## src/rtl/down_timer_pkg.sv

```systemverilog
// Shared types and constants for the down_timer block.
package down_timer_pkg;

  // Default counter / load-value width.
  localparam int DEFAULT_WIDTH = 4;

  // Controller states. busy is asserted in RUN and PAUSED only.
  typedef enum logic [1:0] {
    IDLE   = 2'd0,
    RUN    = 2'd1,
    PAUSED = 2'd2,
    DONE   = 2'd3
  } timer_state_e;

endpackage : down_timer_pkg

```

## src/rtl/down_timer_if.sv

```systemverilog
// Control/status bundle of the down_timer.
// The master side drives the strobes and levels; the slave side is the timer.
interface down_timer_if
  import down_timer_pkg::*;
#(
  parameter int WIDTH = DEFAULT_WIDTH
) ();

  logic             load;
  logic [WIDTH-1:0] load_val;
  logic             start;
  logic             pause;
  logic             tick;
  logic             auto_reload;
  logic [WIDTH-1:0] cnt;
  logic             busy;
  logic             tc;
  logic             done;

  modport master (
    output load, load_val, start, pause, tick, auto_reload,
    input  cnt, busy, tc, done
  );

  modport slave (
    input  load, load_val, start, pause, tick, auto_reload,
    output cnt, busy, tc, done
  );

endinterface : down_timer_if

```

## src/rtl/down_timer.sv

```systemverilog
// Loadable down-counting timer with pause, optional auto-reload and a
// sticky done flag. All outputs come straight from registers.
module down_timer
  import down_timer_pkg::*;
#(
  parameter int WIDTH = DEFAULT_WIDTH
) (
  input  logic         clk,
  input  logic         rst_n,
  down_timer_if.slave  bus
);

  localparam logic [WIDTH-1:0] ZERO_C = {WIDTH{1'b0}};
  localparam logic [WIDTH-1:0] ONE_C  = {{(WIDTH-1){1'b0}}, 1'b1};

  timer_state_e     state_r;
  timer_state_e     state_s;
  logic [WIDTH-1:0] cnt_r;
  logic [WIDTH-1:0] cnt_s;
  logic [WIDTH-1:0] reload_r;
  logic [WIDTH-1:0] reload_s;
  logic             tc_r;
  logic             tc_s;
  logic             done_r;
  logic             done_s;
  logic             busy_r;
  logic             busy_s;

  // Next-state logic: load beats start, start beats pause, pause beats tick.
  always_comb begin
    state_s  = state_r;
    cnt_s    = cnt_r;
    reload_s = reload_r;
    tc_s     = 1'b0;
    done_s   = done_r;

    if (bus.load) begin
      // Load aborts any count in progress and parks the timer in IDLE.
      cnt_s    = bus.load_val;
      reload_s = bus.load_val;
      state_s  = IDLE;
      done_s   = 1'b0;
    end else if (bus.start) begin
      // Start (or restart) from the reload value; a zero reload finishes at once.
      cnt_s = reload_r;
      if (reload_r != ZERO_C) begin
        state_s = RUN;
        done_s  = 1'b0;
      end else begin
        state_s = DONE;
        tc_s    = 1'b1;
        done_s  = 1'b1;
      end
    end else begin
      case (state_r)
        IDLE: begin
          state_s = IDLE;
        end
        RUN: begin
          if (bus.pause) begin
            state_s = PAUSED;
          end else if (bus.tick) begin
            if (cnt_r > ONE_C) begin
              cnt_s = cnt_r - ONE_C;
            end else if (cnt_r == ONE_C) begin
              tc_s = 1'b1;
              if (bus.auto_reload) begin
                cnt_s   = reload_r;
                state_s = RUN;
              end else begin
                cnt_s   = ZERO_C;
                state_s = DONE;
                done_s  = 1'b1;
              end
            end else begin
              // cnt of zero while running is unreachable; finish without wrapping.
              cnt_s   = ZERO_C;
              state_s = DONE;
              done_s  = 1'b1;
            end
          end else begin
            state_s = RUN;
          end
        end
        PAUSED: begin
          // The release cycle only returns to RUN; a tick here is not counted.
          if (bus.pause) begin
            state_s = PAUSED;
          end else begin
            state_s = RUN;
          end
        end
        DONE: begin
          cnt_s  = ZERO_C;
          done_s = 1'b1;
        end
        default: begin
          state_s = IDLE;
          cnt_s   = ZERO_C;
          done_s  = 1'b0;
        end
      endcase
    end

    busy_s = (state_s == RUN) || (state_s == PAUSED);
  end

  // State and output registers with synchronous active-low reset.
  always_ff @(posedge clk) begin
    if (!rst_n) begin
      state_r  <= IDLE;
      cnt_r    <= ZERO_C;
      reload_r <= ZERO_C;
      tc_r     <= 1'b0;
      done_r   <= 1'b0;
      busy_r   <= 1'b0;
    end else begin
      state_r  <= state_s;
      cnt_r    <= cnt_s;
      reload_r <= reload_s;
      tc_r     <= tc_s;
      done_r   <= done_s;
      busy_r   <= busy_s;
    end
  end

  assign bus.cnt  = cnt_r;
  assign bus.busy = busy_r;
  assign bus.tc   = tc_r;
  assign bus.done = done_r;

endmodule : down_timer

```

## src/flat_wrapper.sv

```systemverilog
// flat-port wrapper written by rule: the top's interface ports become plain ports
module down_timer_flat import down_timer_pkg::*;
#(
  parameter int WIDTH = DEFAULT_WIDTH
)
  (clk, rst_n, bus_load, bus_load_val, bus_start, bus_pause, bus_tick, bus_auto_reload, bus_cnt, bus_busy, bus_tc, bus_done);
  down_timer_if #(.WIDTH(WIDTH)) bus_i ();
  input  logic clk;
  input  logic rst_n;
  input wire logic [$bits(bus_i.load)-1:0] bus_load;
  input wire logic [$bits(bus_i.load_val)-1:0] bus_load_val;
  input wire logic [$bits(bus_i.start)-1:0] bus_start;
  input wire logic [$bits(bus_i.pause)-1:0] bus_pause;
  input wire logic [$bits(bus_i.tick)-1:0] bus_tick;
  input wire logic [$bits(bus_i.auto_reload)-1:0] bus_auto_reload;
  output wire logic [$bits(bus_i.cnt)-1:0] bus_cnt;
  output wire logic [$bits(bus_i.busy)-1:0] bus_busy;
  output wire logic [$bits(bus_i.tc)-1:0] bus_tc;
  output wire logic [$bits(bus_i.done)-1:0] bus_done;
  assign bus_i.load = bus_load;
  assign bus_i.load_val = bus_load_val;
  assign bus_i.start = bus_start;
  assign bus_i.pause = bus_pause;
  assign bus_i.tick = bus_tick;
  assign bus_i.auto_reload = bus_auto_reload;
  assign bus_cnt = bus_i.cnt;
  assign bus_busy = bus_i.busy;
  assign bus_tc = bus_i.tc;
  assign bus_done = bus_i.done;
  down_timer #(.WIDTH(WIDTH)) u_core (.clk(clk), .rst_n(rst_n), .bus(bus_i));
endmodule
```

## config.mk

```make
export PLATFORM = sky130hd
export DESIGN_NAME = down_timer_flat
export DESIGN_NICKNAME = d
export VERILOG_FILES = /design/src/rtl/down_timer_pkg.sv /design/src/rtl/down_timer_if.sv /design/src/rtl/down_timer.sv /design/src/flat_wrapper.sv
export SDC_FILE = /design/constraint.sdc
export NUM_CORES = 1
export LEC_CHECK = 0
export CORE_UTILIZATION = 47
export DETAILED_ROUTE_END_ITERATION = 6
export PLACE_DENSITY = 0.78
export SYNTH_ARGS = -nofsm -noshare
export SYNTH_HDL_FRONTEND = slang
export SYNTH_SLANG_ARGS = --single-unit
```

## constraint.sdc

```tcl
create_clock -name clk -period 2 [get_ports clk]
set_input_delay 0.4 -clock clk [delete_from_list [all_inputs] [get_ports clk]]
set_output_delay 0.4 -clock clk [all_outputs]
set_load 0.005 [all_outputs]
```

==> results by group <==
Run status
  • Status: finished clean

CTS
  • H-tree depth: 1
  • Clock-pin slew on the worst setup and hold paths: around 80 ps
  • Clock sink count: 13
  • Resize count post-CTS: 0
  • Post CTS Setup Buffer Count: 0
  • Clock Path Buffers: 2
  • CTS tree: done
  • Clock root buffer: clkbuf_4
  • Worst-Skew Late Latency: between 200 and 300 ps
  • Total CTS buffers: 3
  • Cts hold-fix bufs: 0

Synth
  • EDFF count, synth: 0
  • Post-Syn Area: ~770 um^2
  • Mean Syn Cell Area: 8.72 um^2
  • Ranking of synthesized cells by area: dfxtp_1 34%, a21oi_1 6.5%, nor2b_1 5.7%
  • Mapped Cells: between 80 and 90
  • Synth cell types: 36
  • Main flop type after synthesis: dfxtp_1
  • Synth async-reset ratio: 0%
  • Synth Net Count: about 100
  • Register area share after synthesis: between 30 and 40%
  • Leading area contributor after synthesis: dfxtp_1
  • Area share of the leading cell type in the synthesized netlist: roughly a third
  • Ys Warns: 0
  • #FFs+latches synth: 13

Die
  • I/O pin total: 18
  • Core Area: 0.00151 mm^2
  • Die Span X: roughly 42 um
  • # rows: 14
  • Die area: approximately 0.0018 mm^2
  • Die Ht: approximately 42 um
  • Initial Util: between 50% and 60%

Pwr
  • PwrDens: between 600 and 700 mW/mm^2
  • Sw Pwr: around 0.18 mW
  • Pint: ~0.44 mW
  • Seq pwr share: a little under half
  • Combinational power share: around 25%
  • Clock share of power: roughly 27%
  • VDD IR max: 0.000479 V
  • Leakage: approximately 0.38 nW
  • Sw frac: slightly below 30%

Timing
  • Setup-failing EPs final: 0
  • Final Max Tran Viols: 0
  • F_max: ~0.57 GHz
  • Clk_skew: ~3.0 ps
  • Worst Hold Slack: about 520 ps
  • Fin worst setup slack: 255 ps
  • Final Hold Vio Count: 0
  • Post-route minimum period: between 1500 and 2000 ps
  • Setup TNS: 0 ps
  • Fraction of the cycle the final worst path needs: around 87%
  • Slew margin rel.: 69.2%
  • RSZ-0062 raised after global routing: false
  • Slew @ Worst Pin: roughly 460 ps

Detailed routing
  • DR vias: between 700 and 800
  • Antenna-violating nets left: 0
  • Vias/cell: roughly 5.8
  • First-pass iteration count of the detailed router: 4
  • Avg WL per Cell: around 13 um
  • Drt first-iter violations: 19
  • WL final: around 1600 um
  • # DRC: 0

Setup path
  • Slowest CP cell: clkdlybuf4s50_1
  • Worst Path Max Fanout: 9
  • Critical Path Sink Type: primary output
  • Worst path max stage delay: 560 ps
  • CP Buf/Inv Count: 1
  • Crit Path Class: reg -> out
  • Top delay family on crit path: buffers and inverters
  • Crit path cell chain: clkdlybuf4s50_1
  • Setup crit start kind: flop
  • Req. time, crit path: 1600 ps
  • Worst Path Arrival: ~1300 ps

Placed design
  • DP Worst Slack: 205 ps
  • Detail Placement HPWL: 1230 um
  • Final Wtd Congestion: 0.841
  • DP Area: approximately 960 um^2
  • I/O Buffers: 17

Layout
  • Most frequent cells in the layout: 17 x clkdlybuf4s50_1, 13 x dfxtp_1, 10 x a21oi_1
  • Share of cells above drive strength 1: a little over 10%
  • Design Area, Final: 982 um^2
  • Layout Nets: between 100 and 150
  • Synth-to-layout area growth: 28.1%
  • Fillers: roughly 120
  • Final Core Density: 65.2%
  • Leading cell type in the layout, fill and taps excluded: clkdlybuf4s50_1
  • # diodes: 0

Global route
  • Vias in the first global route: around 660
  • Gr ovfl total: 0
  • Largest net degree at the start of global routing: 11
  • Antenna violations before repair: 0
  • First-pass GRT wire length: around 2700 um
  • GRT Total Usage: between 10% and 20%

Min path
  • Class of the worst hold path: reg -> reg

Job
  • Max-Cap Viols: 0
## layer usage
metal / routed length (um) / global-route usage, % / part of all wire [%] / vias up
met5: 0 / 0 / 0 / -
met4: 25 / 9.38 / 1.6 / 0
met3: 71 / 2.59 / 4.4 / 6
met2: 761 / 32.6 / 48 / 23
met1: 739 / 25.1 / 46 / 323
li1: - / - / - / 369
## worst paths after layout
path,start,end,slack [ps],cells past startpoint
setup / recovery,u_core.bus.cnt[3],bus_cnt[3],260,1
hold / removal,u_core.reload_r[2],u_core.reload_r[2],520,2
setup reg to reg,u_core.bus.cnt[0],u_core.bus.busy,330,7
hold reg to reg,u_core.reload_r[2],u_core.reload_r[2],520,2
## cell families (layout without fill, tap and decap cells)
| kind of cell | count (synthesis) | count (layout) | share of synthesized area [%] |
|---|---|---|---|
| compound gates | 28 | 28 | 26.9 |
| flops | 13 | 13 | 33.9 |
| simple gates | 34 | 34 | 24.6 |
| buf+inv | 5 | 26 | 3.59 |
| xor+xnor | 1 | 1 | 1.14 |
| mux | 4 | 4 | 5.22 |
| fa+ha+maj | 3 | 3 | 4.57 |
## final cells by class
class	instances	area, um^2	area share (%)
multi-input combinational	70	479	48.8
sequential	13	260	26.5
timing repair buffer	19	185	18.9
clock buffer	4	26.3	2.68
tap	16	20.0	2.04
inverter	3	11.3	1.15
## worst min-delay path: stages, from the launching register on
cell	delay (ps)
dfxtp_1	340
nand2b_1	70
a21boi_0	70
## power groups by stage
stage	Combinational (mW)	Clock, mW	Sequential (mW)
final	0.158	0.168	0.296
after global routing	0.175	0.183	0.299
after CTS	0.158	0.173	0.296
after detailed placement	0.158	0	0.302
after global placement	0.157	0	0.302
after floorplan	0.0980	0	0.299
## Yosys cell counts (2+ instances only)
cell type / count
dfxtp_1: 13
a21oi_1: 10
nand2_1: 7
nor2_1: 7
nor2b_1: 7
mux2i_1: 4
inv_1: 3
nand2b_1: 3
nor3_1: 3
o21ai_0: 3
a22oi_1: 2
ha_1: 2
## registers in the layout, summed over array words and instances (netlist names)
signal	count
u_core.bus.done	1
u_core.bus.cnt	4
u_core.bus.tc	1
u_core.state_r	2
u_core.bus.busy	1
u_core.reload_r	4
## per-stage QoR
| stage | total power, mW | instances |
|---|---|---|
| after floorplan | 0.397 | 88 |
| final | 0.622 | 125 |
| after CTS | 0.628 | 125 |
| after global placement | 0.459 | 121 |
| after detailed placement | 0.460 | 121 |
| after global routing | 0.657 | 125 |
Power figures use the tool's default switching activity.
